**src/rtl/victim_buffer_rr.sv**
```systemverilog
// Fully-associative victim buffer with dual combinational lookup, take/invalidate,
// round-robin replacement and a valid/ready writeback port for dirty evictees.
module victim_buffer_rr #(
  parameter int unsigned ENTRIES = 4,
  parameter int unsigned TAG_W   = 14,
  parameter int unsigned DATA_W  = 64,
  localparam int unsigned IDX_W  = $clog2(ENTRIES)
) (
  input  logic              clk,
  input  logic              rst,
  // I-side lookup
  input  logic [TAG_W-1:0]  lk_i_addr,
  output logic              lk_i_hit,
  output logic [IDX_W-1:0]  lk_i_idx,
  output logic [DATA_W-1:0] lk_i_data,
  output logic              lk_i_dirty,
  // D-side lookup
  input  logic [TAG_W-1:0]  lk_d_addr,
  output logic              lk_d_hit,
  output logic [IDX_W-1:0]  lk_d_idx,
  output logic [DATA_W-1:0] lk_d_data,
  output logic              lk_d_dirty,
  // Insert
  input  logic              ins_valid,
  output logic              ins_ready,
  input  logic [TAG_W-1:0]  ins_addr,
  input  logic [DATA_W-1:0] ins_data,
  input  logic              ins_dirty,
  // Take (invalidate)
  input  logic              take_valid,
  input  logic [IDX_W-1:0]  take_idx,
  // Writeback
  output logic              wb_valid,
  input  logic              wb_ready,
  output logic [TAG_W-1:0]  wb_addr,
  output logic [DATA_W-1:0] wb_data,
  output logic [IDX_W:0]    occupancy
);

  typedef enum logic [0:0] {StIdle, StWb} state_e;

  state_e              st_q, st_d;
  logic [ENTRIES-1:0]  valid_q, valid_d;
  logic [ENTRIES-1:0]  dirty_q, dirty_d;
  logic [TAG_W-1:0]    tag_q  [ENTRIES];
  logic [TAG_W-1:0]    tag_d  [ENTRIES];
  logic [DATA_W-1:0]   data_q [ENTRIES];
  logic [DATA_W-1:0]   data_d [ENTRIES];
  logic [IDX_W-1:0]    rr_q, rr_d;
  logic [IDX_W:0]      occ_q, occ_d;
  logic                wb_valid_q, wb_valid_d;
  logic [TAG_W-1:0]    wb_addr_q, wb_addr_d;
  logic [DATA_W-1:0]   wb_data_q, wb_data_d;
  logic [TAG_W-1:0]    hold_addr_q, hold_addr_d;
  logic [DATA_W-1:0]   hold_data_q, hold_data_d;
  logic                hold_dirty_q, hold_dirty_d;

  logic                take_eff;
  logic [ENTRIES-1:0]  valid_t;
  logic                match_hit, free_hit;
  logic [IDX_W-1:0]    match_idx, free_idx;
  logic                wr_en;
  logic [IDX_W-1:0]    wr_idx;
  logic [TAG_W-1:0]    wr_tag;
  logic [DATA_W-1:0]   wr_data;
  logic                wr_dirty;

  assign ins_ready = (st_q == StIdle);
  assign wb_valid  = wb_valid_q;
  assign wb_addr   = wb_addr_q;
  assign wb_data   = wb_data_q;
  assign occupancy = occ_q;

  // Lookups: descending scan so the lowest matching index wins.
  always_comb begin
    lk_i_hit   = 1'b0;
    lk_i_idx   = '0;
    lk_i_data  = '0;
    lk_i_dirty = 1'b0;
    lk_d_hit   = 1'b0;
    lk_d_idx   = '0;
    lk_d_data  = '0;
    lk_d_dirty = 1'b0;
    for (int i = int'(ENTRIES) - 1; i >= 0; i--) begin
      if (valid_q[i] && (tag_q[i] == lk_i_addr)) begin
        lk_i_hit   = 1'b1;
        lk_i_idx   = IDX_W'(i);
        lk_i_data  = data_q[i];
        lk_i_dirty = dirty_q[i];
      end
      if (valid_q[i] && (tag_q[i] == lk_d_addr)) begin
        lk_d_hit   = 1'b1;
        lk_d_idx   = IDX_W'(i);
        lk_d_data  = data_q[i];
        lk_d_dirty = dirty_q[i];
      end
    end
  end

  // Take is applied first; insert decisions see the post-take valid vector.
  always_comb begin
    take_eff = take_valid && valid_q[take_idx];
    valid_t  = valid_q;
    if (take_eff) valid_t[take_idx] = 1'b0;

    match_hit = 1'b0;
    match_idx = '0;
    free_hit  = 1'b0;
    free_idx  = '0;
    for (int i = int'(ENTRIES) - 1; i >= 0; i--) begin
      if (valid_t[i] && (tag_q[i] == ins_addr)) begin
        match_hit = 1'b1;
        match_idx = IDX_W'(i);
      end
      if (!valid_t[i]) begin
        free_hit = 1'b1;
        free_idx = IDX_W'(i);
      end
    end
  end

  always_comb begin
    st_d         = st_q;
    valid_d      = valid_t;
    dirty_d      = dirty_q;
    tag_d        = tag_q;
    data_d       = data_q;
    rr_d         = rr_q;
    wb_valid_d   = wb_valid_q;
    wb_addr_d    = wb_addr_q;
    wb_data_d    = wb_data_q;
    hold_addr_d  = hold_addr_q;
    hold_data_d  = hold_data_q;
    hold_dirty_d = hold_dirty_q;
    wr_en        = 1'b0;
    wr_idx       = '0;
    wr_tag       = ins_addr;
    wr_data      = ins_data;
    wr_dirty     = ins_dirty;

    if (take_eff) dirty_d[take_idx] = 1'b0;

    unique case (st_q)
      StIdle: begin
        if (ins_valid) begin
          if (match_hit) begin
            wr_en    = 1'b1;
            wr_idx   = match_idx;
            wr_dirty = dirty_q[match_idx] | ins_dirty;
          end else if (free_hit) begin
            wr_en  = 1'b1;
            wr_idx = free_idx;
          end else if (!dirty_q[rr_q]) begin
            wr_en  = 1'b1;
            wr_idx = rr_q;
            rr_d   = rr_q + 1'b1;
          end else begin
            wb_valid_d   = 1'b1;
            wb_addr_d    = tag_q[rr_q];
            wb_data_d    = data_q[rr_q];
            hold_addr_d  = ins_addr;
            hold_data_d  = ins_data;
            hold_dirty_d = ins_dirty;
            st_d         = StWb;
          end
        end
      end
      StWb: begin
        // Evictee is already latched, so a take of slot rr_q does not disturb the writeback.
        if (wb_ready) begin
          wr_en      = 1'b1;
          wr_idx     = rr_q;
          wr_tag     = hold_addr_q;
          wr_data    = hold_data_q;
          wr_dirty   = hold_dirty_q;
          rr_d       = rr_q + 1'b1;
          wb_valid_d = 1'b0;
          st_d       = StIdle;
        end
      end
      default: st_d = StIdle;
    endcase

    if (wr_en) begin
      valid_d[wr_idx] = 1'b1;
      dirty_d[wr_idx] = wr_dirty;
      tag_d[wr_idx]   = wr_tag;
      data_d[wr_idx]  = wr_data;
    end

    occ_d = '0;
    for (int i = 0; i < int'(ENTRIES); i++) begin
      occ_d = occ_d + (IDX_W+1)'(valid_d[i]);
    end
  end

  always_ff @(posedge clk) begin
    if (rst) begin
      st_q       <= StIdle;
      valid_q    <= '0;
      dirty_q    <= '0;
      rr_q       <= '0;
      occ_q      <= '0;
      wb_valid_q <= 1'b0;
    end else begin
      st_q       <= st_d;
      valid_q    <= valid_d;
      dirty_q    <= dirty_d;
      rr_q       <= rr_d;
      occ_q      <= occ_d;
      wb_valid_q <= wb_valid_d;
    end
  end

  // Datapath storage is qualified by valid bits and needs no reset.
  always_ff @(posedge clk) begin
    tag_q        <= tag_d;
    data_q       <= data_d;
    wb_addr_q    <= wb_addr_d;
    wb_data_q    <= wb_data_d;
    hold_addr_q  <= hold_addr_d;
    hold_data_q  <= hold_data_d;
    hold_dirty_q <= hold_dirty_d;
  end

endmodule

```
**config.mk**
```make
export PLATFORM = sky130hd
export DESIGN_NAME = victim_buffer_rr
export DESIGN_NICKNAME = d
export VERILOG_FILES = /design/src/rtl/victim_buffer_rr.sv
export SDC_FILE = /design/constraint.sdc
export NUM_CORES = 1
export LEC_CHECK = 0
export CAP_MARGIN = 40
export CORE_MARGIN = 5
export CORE_UTILIZATION = 35
export DETAILED_ROUTE_END_ITERATION = 7
export DONT_BUFFER_PORTS = 1
export PLACE_DENSITY = 0.56
export SKIP_CTS_REPAIR_TIMING = 1
export SYNTH_ARGS = -nofsm -noshare
export SYNTH_HDL_FRONTEND = slang
export SYNTH_SLANG_ARGS = --single-unit
```
**constraint.sdc**
```tcl
create_clock -name clk -period 14.8 [get_ports clk]
set_input_delay 2.96 -clock clk [delete_from_list [all_inputs] [get_ports clk]]
set_output_delay 2.96 -clock clk [all_outputs]
set_load 0.005 [all_outputs]
```
==> out/qor.csv, run 1 <==
metric,value,unit
min_path_type,flop to flop,
whs,0.561,ns
synth-async-reset-ratio,0,%
drc_errors,0,
critical_path_s_top_delay_family,buffers and inverters,
slew_headroom,37.3,%
cts.reportedPaths.clkPinSlew,0.06,ns
die_y,272,µm
final_hold_vio_count,0,
drive_above_1_share,11.0,%
top_area_cell_type_share_of_the_netlist_area,58.8,%
routability_congestion_estimate,0.910,
total_power,3.03,mW
crit_path_start_kind,input port,
max_stage_delay,0.66,ns
cell_internal_pwr,2.39,mW
worstPathRequired,11.84,ns
cts_inserted_buffers,54,
clock_tree.root_cell,sky130_fd_sc_hd__clkbuf_16,
floorplan.io_pins,333,
peak_supply_drop,0.0785,mV
die_width,272,µm
placedInstanceArea,24800,µm²
final_cells,2931,
net-switching-power,0.633,mW
synth.net_count,2208,
wire_per_inst,26.7,µm
power_density_over_the_cells,114,nW/µm²
final_cell_area,26600,µm²
clk_latency,0.60,ns
comb_power_share,3.4,%
count_of_maximum_capacitance_violations,0,
ys_dominant_reg_cell,sky130_fd_sc_hd__edfxtp_1,
reg2reg_depth,8,
critical_path_arrival,5.38,ns
synth-seq-area-share,60.1,%
grt_antenna_before_repair,2,
crit_path_setup_slack_layout,6.46,ns
route.final.wire_length,78200,µm
first_global_vias,16400,
final_util,39.0,%
synth_area_per_cell,11.5,µm²
outcome,"finished, final reports clean",
final_period_demand_of_the_worst_path,8.34,ns
rsz_0062_raised_after_global_routing,false,
dieArea,73800,µm²
place.port_buffers,0,
end_kind,output pin,
number_of_drc_markers_after_the_initial_detailed_route_iteration,1763,
layout-area-overhead-vs-synth,11.0,%
setup.reg_to_reg.worst_slack,10.49,ns
grt_start_max_net_pins,113,
worst_path_max_delay_cell,sky130_fd_sc_hd__buf_4,
timing_worst_slew_pin_value,0.941,ns
vias,16700,
clk_path_buf_depth,3,
gr-total-overflow,0,
seq_power_share,51.2,%
share_clk_of_total_power,45.5,%
clock-sinks,484,
layout_worst_path_cycle_share,56.3,%
p_sw_share,20.9,%
synth_cell_type_count,44,
grtUsageTotal,20.4,%
timing_max_transition_violations_final,0,
cts-htree-levels,2,
n_antenna_cell,0,
drt_pre_antenna_iters,6,
critical_path_peak_fanout,72,
fin_tns_setup,0,ns
clock.fmax,120,MHz
tritoncts_clock_tree,built,
numPlacedInstances,2830,
floorplan.core_area,68200,µm²
holdCritStartpoint,dirty_q[1]$_SDFF_PP0_,
finalNetCount,2122,
grt_pass1_wl,114000,µm
synth_area,24000,µm²
report.final.setup_viol,0,
place_ws,6.39,ns
synth_warnings,0,
r2r_end,data_q[29]$_DFFE_PP_,
series_of_cell_instances_along_the_critical_path,xnor2_1 > nand4_1 > nor4_4 > buf_4 > buf_4 > nand2_1 > o21ai_1,
cp_common_cell,sky130_fd_sc_hd__buf_4,
drtAntennaViolNets,0,
placementRows,96,
leakage,8.10,nW
cell_accounting_for_the_most_synthesized_area,sky130_fd_sc_hd__edfxtp_1,
post_synth_main_area_contributors,"sky130_fd_sc_hd__edfxtp_1, sky130_fd_sc_hd__nand2_1, sky130_fd_sc_hd__mux4_2",
worstHoldEndpoint,dirty_q[1]$_SDFF_PP0_,
drt-vias-per-instance,5.68,
cp_num_buf_inv,2,
synth_edf_count,469,
rr_startpoint,tag_q[24]$_DFFE_PP_,
critical_path_class,input port to output pin,
timing.hold.worst_path_depth,2,
fin_skew,0.0227,ns
detailed_place_hpwl,50000,µm
syn_inst,2091,
synth-seq-cells,484,
floorplan.initialDensity,35.1,%
## routing by layer
layer	global-route usage [%]	share of wire, %	vias up
met4	5.86	2.7	2
met2	34.2	48	793
li1	-	-	7418
met5	0	0.017	-
met1	26.7	41	8298
met3	4.60	8.2	145
## final cells by class
class / count / area [µm²]
Multi-Input combinational cell: 1421 / 8870
Fill cell: 6463 / 41600
Tap cell: 882 / 1100
Clock buffer: 63 / 1410
Timing Repair Buffer: 34 / 360
Inverter: 10 / 55.1
Clock inverter: 37 / 410
Sequential cell: 484 / 14400
## layout by cell type (no fill, tap or decap), drive strengths merged, types with 2 or more instances in the layout
| cell type | count |
|---|---|
| a211oi | 2 |
| inv | 12 |
| edfxtp | 469 |
| mux2i | 6 |
| nor2 | 10 |
| xnor2 | 169 |
| o21ai | 134 |
| o31ai | 2 |
| o31a | 2 |
| nand4 | 41 |
| a21oi | 269 |
| ha | 2 |
| nand2 | 517 |
| buf | 34 |
| nor3 | 4 |
| mux4 | 79 |
| dfxtp | 15 |
| or4 | 4 |
| nor2b | 6 |
| nand3 | 140 |
| o211ai | 4 |
| clkbuf | 63 |
| clkinv | 24 |
| bufinv | 8 |
| nor4 | 12 |
| and2 | 2 |
| clkinvlp | 3 |
| a31oi | 2 |
| nand3b | 5 |
## cell usage after synthesis, types with 15 or more instances
| cell | instances |
|---|---|
| sky130_fd_sc_hd__a21oi_1 | 269 |
| sky130_fd_sc_hd__xnor2_1 | 169 |
| sky130_fd_sc_hd__nand3_1 | 140 |
| sky130_fd_sc_hd__o21ai_1 | 126 |
| sky130_fd_sc_hd__nand4_1 | 41 |
| sky130_fd_sc_hd__clkbuf_1 | 113 |
| sky130_fd_sc_hd__buf_1 | 26 |
| sky130_fd_sc_hd__mux4_2 | 79 |
| sky130_fd_sc_hd__edfxtp_1 | 469 |
| sky130_fd_sc_hd__nand2_1 | 517 |
| sky130_fd_sc_hd__dfxtp_1 | 15 |
| sky130_fd_sc_hd__buf_2 | 28 |
## cell families (layout without fill, tap and decap cells)
| logic type | count (synthesis) | in the layout | share of synthesized area (%) |
|---|---|---|---|
| AOI/OAI and AO/OA | 418 | 418 | 9.12 |
| xor gates and xnor gates | 169 | 169 | 6.18 |
| adders and majority gates | 3 | 3 | 0.188 |
| buffers and inverters | 186 | 144 | 3.25 |
| DFF | 484 | 484 | 60.1 |
| muxes | 85 | 85 | 7.68 |
| and+or+nand+nor | 746 | 746 | 13.5 |
## worst register-to-register path: stages, from the launching register on
cell and delay (ns):
sky130_fd_sc_hd__edfxtp_1 0.48, sky130_fd_sc_hd__xnor2_1 0.26, sky130_fd_sc_hd__nand4_1 0.22, sky130_fd_sc_hd__nor4_1 0.80
sky130_fd_sc_hd__nor3_1 0.17, sky130_fd_sc_hd__o31ai_1 0.36, sky130_fd_sc_hd__nand2_1 0.27, sky130_fd_sc_hd__inv_4 0.53
sky130_fd_sc_hd__buf_4 0.75
## state kept, by name, indices dropped and copies added, names as in the netlist
name / cells
wb_valid: 1
occupancy: 3
valid_q: 4
wb_addr: 14
wb_data: 64
hold_dirty_q: 1
hold_addr_q: 14
rr_q: 2
data_q: 256
tag_q: 56
dirty_q: 4
st_q: 1
hold_data_q: 64
## how the worst max path moves through the flow
stage | end | startpoint | slack [ns] | cells past startpoint
floorplan | lk_d_data[24] | lk_d_addr[5] | 7.17 | 10
global placement | lk_i_dirty | lk_i_addr[13] | 6.38 | 6
detailed placement | lk_i_dirty | lk_i_addr[13] | 6.39 | 6
CTS | lk_i_dirty | lk_i_addr[13] | 6.39 | 6
global route | lk_i_data[3] | lk_i_addr[8] | 6.33 | 8
finish | lk_d_data[37] | lk_d_addr[1] | 6.46 | 7
## power groups by stage
stage                     Combinational (mW)  Clock (mW)  Sequential (mW)
after floorplan                       0.0821           0             1.57
after global placement                 0.101           0             1.58
after detailed placement               0.101           0             1.58
after CTS                              0.102        1.41             1.55
after global routing                   0.109        1.47             1.55
final                                  0.101        1.38             1.55
(Power assumes the default switching activity.)
==> inputs of run 2 (changes only) <==
Clock period 14.8 ns to 7.9 ns, I/O delays scaled along.
==> run 2 against run 1 <==
Compared with the run above:
- final cell count about the same
- routed wire length up 2.4%
- via count is 0.64% higher
- combinational power increased by 91%
- clock skew decreased by 0.0038 ns
- critical endpoint is now lk_i_data[4]
- largest cell class unchanged
==> out/qor.csv, run 2 (synthesis results as in run 1) <==
metric,value,unit,change
worst_setup_path_startpoint,lk_i_addr[1],,was lk_d_addr[1]
number_of_drc_markers_after_the_initial_detailed_route_iteration,1634,,was 1763
die_y,272,µm,unchanged
drt_pre_antenna_iters,6,,unchanged
clk_path_buf_depth,3,,unchanged
worstPathRequired,6.32,ns,was 11.84 ns
critical_path_s_top_delay_family,simple AND/OR/NAND/NOR gates,,was buffers and inverters
tritoncts_clock_tree,built,,unchanged
vias,16800,,was 16.7k
clk_latency,0.60,ns,about the same
place.port_buffers,0,,unchanged
floorplan.core_area,68200,µm²,unchanged
placementRows,96,,unchanged
wire_per_inst,27.3,µm,was 26.7 µm
finalNetCount,2125,,was 2122
cts.reportedPaths.clkPinSlew,0.06,ns,about the same
drive_above_1_share,10.8,%,was 11.0%
worst_path_max_delay_cell,sky130_fd_sc_hd__nor4_2,,was sky130_fd_sc_hd__buf_4
drt-vias-per-instance,5.72,,was 5.68
critical_path_arrival,3.88,ns,was 5.38 ns
min_path_type,flop to flop,,unchanged
end_kind,output pin,,unchanged
dieArea,73800,µm²,unchanged
layout_common_cells,"sky130_fd_sc_hd__nand2_1, sky130_fd_sc_hd__edfxtp_1, sky130_fd_sc_hd__a21oi_1, sky130_fd_sc_hd__xnor2_1, sky130_fd_sc_hd__nand3_1",,unchanged
final_hold_vio_count,0,,unchanged
fin_tns_setup,0,ns,unchanged
report.final.setup_viol,0,,unchanged
clock.fmax,183,MHz,
floorplan.io_pins,333,,unchanged
crit_path_start_kind,input port,,unchanged
fin_skew,0.0188,ns,was 0.0227 ns
detailed_place_hpwl,51500,µm,was 50000 µm
n_antenna_cell,0,,unchanged
route.final.wire_length,80000,µm,was 78200 µm
drc_errors,0,,unchanged
leakage,8.08,nW,was 8.10 nW
floorplan.initialDensity,35.1,%,unchanged
timing_max_transition_violations_final,0,,unchanged
critical_path_peak_fanout,33,,was 72
gr-total-overflow,0,,unchanged
first_global_vias,16900,,was 16.4k
die_width,272,µm,unchanged
cts-htree-levels,2,,unchanged
outcome,"finished, final reports clean",,unchanged
layout.filler_cells,6467,,was 6463
grt_antenna_before_repair,2,,unchanged
clock-sinks,484,,unchanged
final_period_demand_of_the_worst_path,5.46,ns,
grt_start_max_net_pins,134,,was 113
numPlacedInstances,2833,,was 2830
max_stage_delay,0.57,ns,was 0.66 ns
whs,0.580,ns,was 0.561 ns
rsz_0062_raised_after_global_routing,false,,unchanged
cp_num_buf_inv,1,,was 2
final_cells,2932,,was 2931
place_ws,2.31,ns,was 6.39 ns
peak_supply_drop,0.143,mV,was 0.0785 mV
holdCritStartpoint,dirty_q[1]$_SDFF_PP0_,,unchanged
power_density_over_the_cells,209,nW/µm²,was 114 nW/µm²
layout-area-overhead-vs-synth,11.0,%,about the same
grtUsageTotal,21.0,%,was 20.4%
critical_path_class,input port to output pin,,unchanged
crit_path_setup_slack_layout,2.44,ns,was 6.46 ns
largest_register_ff_count,256,,unchanged
routability_congestion_estimate,0.878,,was 0.910
cts_inserted_buffers,55,,was 54
mostFrequentLayoutCell,sky130_fd_sc_hd__nand2_1,,unchanged
slew_headroom,32.0,%,was 37.3%
series_of_cell_instances_along_the_critical_path,xnor2_1 > nand3_1 > nor4_2 > buf_4 > nand3_1 > a21oi_1 > a21oi_1 > o21ai_0,,was xnor2_1 > nand4_1 > nor4_4 > buf_4 > buf_4 > nand2_1 > o21ai_1
top_reg_by_flops,data_q,,unchanged
count_of_maximum_capacitance_violations,0,,unchanged
timing_worst_slew_pin_value,1.02,ns,was 0.941 ns
clock_tree.root_cell,sky130_fd_sc_hd__clkbuf_16,,unchanged
rr_startpoint,tag_q[24]$_DFFE_PP_,,unchanged
grt_pass1_wl,117000,µm,was 114000 µm
drtAntennaViolNets,0,,unchanged
layout_worst_path_cycle_share,69.1,%,
run 2: changes by cell type in the layout (fill, tap and decap cells not counted), sizes merged:
cell | before | now
buf | 34 | 36
bufinv | 8 | 5
clkbuf | 63 | 64
clkinv | 24 | 25
clkinvlp | 3 | 2
inv | 12 | 13
run 2: report_power, final:
group / leakage [nW] / total, mW / switching [mW] / internal [mW]
Sequential: 4.40 / 2.90 / 0.0361 / 2.86
Clock: 0.836 / 2.47 / 1.04 / 1.43
Combinational: 2.85 / 0.193 / 0.108 / 0.0857
Total: 8.08 / 5.57 / 1.19 / 4.38
run 2: routing by layer:
layer | track usage, % | vias up | part of all wire, % | wire, µm
li1 | - | 7415 | - | -
met1 | 26.8 | 8344 | 40 | 31700
met2 | 35.4 | 843 | 49 | 39000
met3 | 5.95 | 159 | 8.9 | 7150
met4 | 5.67 | 2 | 2.7 | 2160
met5 | 0 | - | 0.016 | 13
run 2: path summary, 6_finish.rpt:
path                                end  slack, ns  depth (start not counted)
setup / recovery           lk_i_data[4]       2.44                          8
hold / removal    dirty_q[1]$_SDFF_PP0_       0.58                          2
setup reg to reg   data_q[90]$_DFFE_PP_       3.79                          9
hold reg to reg   dirty_q[1]$_SDFF_PP0_       0.58                          2
run 2: worst min-delay path, delay by kind of cell (launching register included):
kind,cells,cell delay [ns]
flops,1,0.36
simple gates,1,0.11
mux,1,0.06
run 2: metrics by stage:
stage | instance area, µm² | total power [mW] | util [%]
5_1_grt | 26600 | 5.76 | 39.0
3_3_place_gp | 24600 | 3.14 | 36.1
3_5_place_dp | 24900 | 3.15 | 36.5
6_report | 26600 | 5.57 | 39.0
4_1_cts | 26600 | 5.64 | 39.0
2_1_floorplan | 24000 | 3.10 | -
run 2: layout make-up:
type | instances | area [µm²] | area share, %
Clock buffer | 64 | 1410 | 5.30
Clock inverter | 35 | 298 | 1.12
Inverter | 10 | 55.1 | 0.207
Multi-Input combinational cell | 1421 | 8870 | 33.4
Sequential cell | 484 | 14400 | 54.1
Tap cell | 882 | 1100 | 4.15
Timing Repair Buffer | 36 | 459 | 1.73
==> inputs of run 3 (changes only) <==
Settings changed: PLACE_DENSITY 0.56 to 0.58.
Clock period 7.9 ns to 4.5 ns, I/O delays scaled along.
==> run 3 against run 2 <==
Compared with the run above:
- power grew 79%
- clock-buffer cell count shrank 2
- global-route usage shrank 0.52 points
- core utilization grew 0.56 points
- sequential power grew 76%
- first-iteration DRC count grew 0.49%
- critical path depth is the same
==> out/qor.csv, run 3 (synthesis results as in run 1) <==
metric,value,unit,change
p_sw_share,20.9,%,was 21.3%
route.final.wire_length,78600,µm,was 80000 µm
clock-sinks,484,,unchanged
power_density_over_the_cells,370,nW/µm²,was 209 nW/µm²
net-switching-power,2.09,mW,was 1.19 mW
clk_latency,0.59,ns,was 0.60 ns
total_power,9.98,mW,was 5.57 mW
clk_path_buf_depth,3,,unchanged
place.port_buffers,0,,unchanged
floorplan.core_area,68200,µm²,unchanged
grt_pass1_wl,114000,µm,was 117000 µm
worstHoldEndpoint,occupancy[1]$_SDFF_PP0_,,was dirty_q[1]$_SDFF_PP0_
cts_inserted_buffers,54,,was 55
routability_congestion_estimate,0.942,,was 0.878
number_of_drc_markers_after_the_initial_detailed_route_iteration,1642,,was 1634
critical_path_arrival,3.42,ns,was 3.88 ns
share_clk_of_total_power,45.6,%,was 44.4%
crit_path_setup_slack_layout,0.182,ns,was 2.44 ns
drive_above_1_share,11.9,%,was 10.8%
rr_startpoint,tag_q[30]$_DFFE_PP_,,was tag_q[24]$_DFFE_PP_
end_kind,output pin,,unchanged
final_hold_vio_count,0,,unchanged
seq_power_share,51.0,%,was 52.1%
die_width,272,µm,unchanged
critical_path_class,flop to output pin,,was input port to output pin
outcome,"finished, final reports clean",,unchanged
largest_register_ff_count,256,,unchanged
layout_common_cells,"sky130_fd_sc_hd__nand2_1, sky130_fd_sc_hd__edfxtp_1, sky130_fd_sc_hd__a21oi_1, sky130_fd_sc_hd__xnor2_1, sky130_fd_sc_hd__nand3_1",,unchanged
grt_antenna_before_repair,3,,was 2
first_global_vias,16600,,was 16.9k
slew_headroom,38.9,%,was 32.0%
reg2reg_depth,11,,was 9
vias,16800,,about the same
place_ws,0.478,ns,was 2.31 ns
top_reg_by_flops,data_q,,unchanged
timing.hold.worst_path_depth,1,,was 2
cts.reportedPaths.clkPinSlew,0.06,ns,about the same
holdCritStartpoint,rst,,was dirty_q[1]$_SDFF_PP0_
grtUsageTotal,20.5,%,was 21.0%
leakage,8.20,nW,was 8.08 nW
crit_path_start_kind,flop,,was input port
final_period_demand_of_the_worst_path,4.32,ns,
peak_supply_drop,0.305,mV,was 0.143 mV
cell_internal_pwr,7.89,mW,was 4.38 mW
finalNetCount,2130,,was 2125
detailed_place_hpwl,51800,µm,was 51500 µm
placementRows,96,,unchanged
critical_path_peak_fanout,34,,was 33
floorplan.io_pins,333,,unchanged
cts-htree-levels,2,,unchanged
drtAntennaViolNets,0,,unchanged
whs,0.372,ns,was 0.580 ns
r2r_end,occupancy[1]$_SDFF_PP0_,,was data_q[90]$_DFFE_PP_
dieArea,73800,µm²,unchanged
timing_max_transition_violations_final,0,,unchanged
min_path_type,input port to flop,,was flop to flop
setup.reg_to_reg.worst_slack,0.85,ns,was 3.79 ns
placedInstanceArea,25100,µm²,was 24900 µm²
mostFrequentLayoutCell,sky130_fd_sc_hd__nand2_1,,unchanged
worstPathRequired,3.60,ns,was 6.32 ns
clock_tree.root_cell,sky130_fd_sc_hd__clkbuf_16,,unchanged
die_y,272,µm,unchanged
fin_skew,0.0175,ns,was 0.0188 ns
drt-vias-per-instance,5.70,,was 5.72
drc_errors,0,,unchanged
count_of_maximum_capacitance_violations,0,,unchanged
wire_per_inst,26.7,µm,was 27.3 µm
gr-total-overflow,0,,unchanged
tritoncts_clock_tree,built,,unchanged
drt_pre_antenna_iters,5,,was 6
report.final.setup_viol,0,,unchanged
clock.fmax,232,MHz,
comb_power_share,3.4,%,was 3.5%
layout_worst_path_cycle_share,96.0,%,
final_cell_area,27000,µm²,was 26600 µm²
timing_worst_slew_pin_value,0.917,ns,was 1.02 ns
rsz_0062_raised_after_global_routing,false,,unchanged
layout-area-overhead-vs-synth,12.6,%,was 11.0%
grt_start_max_net_pins,91,,was 134
floorplan.initialDensity,35.1,%,unchanged
==> run 3: metrics by stage <==
step	setup TNS (ns)	instances	utilization, %
final	0	2939	39.5
after CTS	0	2937	39.5
after global routing	0	2937	39.5
after floorplan	-73.86	2091	-
after detailed placement	0	2839	36.8
after global placement	0	2834	36.7
==> run 3: cell type report <==
class	instances	area [µm²]
clock inverters	36	433
flip-flops and latches	484	14400
repair buffers	42	673
clock buffers	62	1400
well taps	882	1100
diodes	2	5.00
fillers	6393	41300
multi-input cells	1421	8900
inverters	10	51.3
==> run 3: worst max-delay path: stages (launching register included) <==
cell,delay (ns)
sky130_fd_sc_hd__edfxtp_1,0.51
sky130_fd_sc_hd__xnor2_1,0.29
sky130_fd_sc_hd__nand4_1,0.22
sky130_fd_sc_hd__nor4_2,0.71
sky130_fd_sc_hd__buf_12,0.30
sky130_fd_sc_hd__nand3_1,0.10
sky130_fd_sc_hd__a21oi_1,0.16
sky130_fd_sc_hd__a21oi_1,0.05
sky130_fd_sc_hd__o21ai_1,0.47
==> run 3: per-layer routing <==
layer / part of all wire [%] / GRT usage [%] / wire [µm] / vias up
met1: 39 / 25.9 / 31000 / 8353
met3: 8.3 / 5.20 / 6510 / 150
met2: 49 / 34.6 / 38400 / 822
met5: 0.017 / 0 / 13 / -
met4: 3.3 / 6.80 / 2600 / 2
li1: - / - / - / 7435
==> run 3: worst max path at each step <==
| stage | startpoint | end |
|---|---|---|
| floorplan | ins_addr[1] | hold_addr_q[0]$_DFFE_PP_ |
| global placement | lk_i_addr[8] | lk_i_dirty |
| detailed placement | lk_i_addr[11] | lk_i_dirty |
| CTS | tag_q[11]$_DFFE_PP_ | lk_i_dirty |
| global route | tag_q[11]$_DFFE_PP_ | lk_i_dirty |
| finish | tag_q[11]$_DFFE_PP_ | lk_i_dirty |
==> run 3: power groups by stage <==
stage | combinational, mW | clock (mW) | sequential, mW
after CTS | 0.344 | 4.66 | 5.09
after global placement | 0.342 | 0 | 5.18
final | 0.340 | 4.55 | 5.10
after detailed placement | 0.342 | 0 | 5.19
after global routing | 0.369 | 4.85 | 5.10
after floorplan | 0.278 | 0 | 5.17
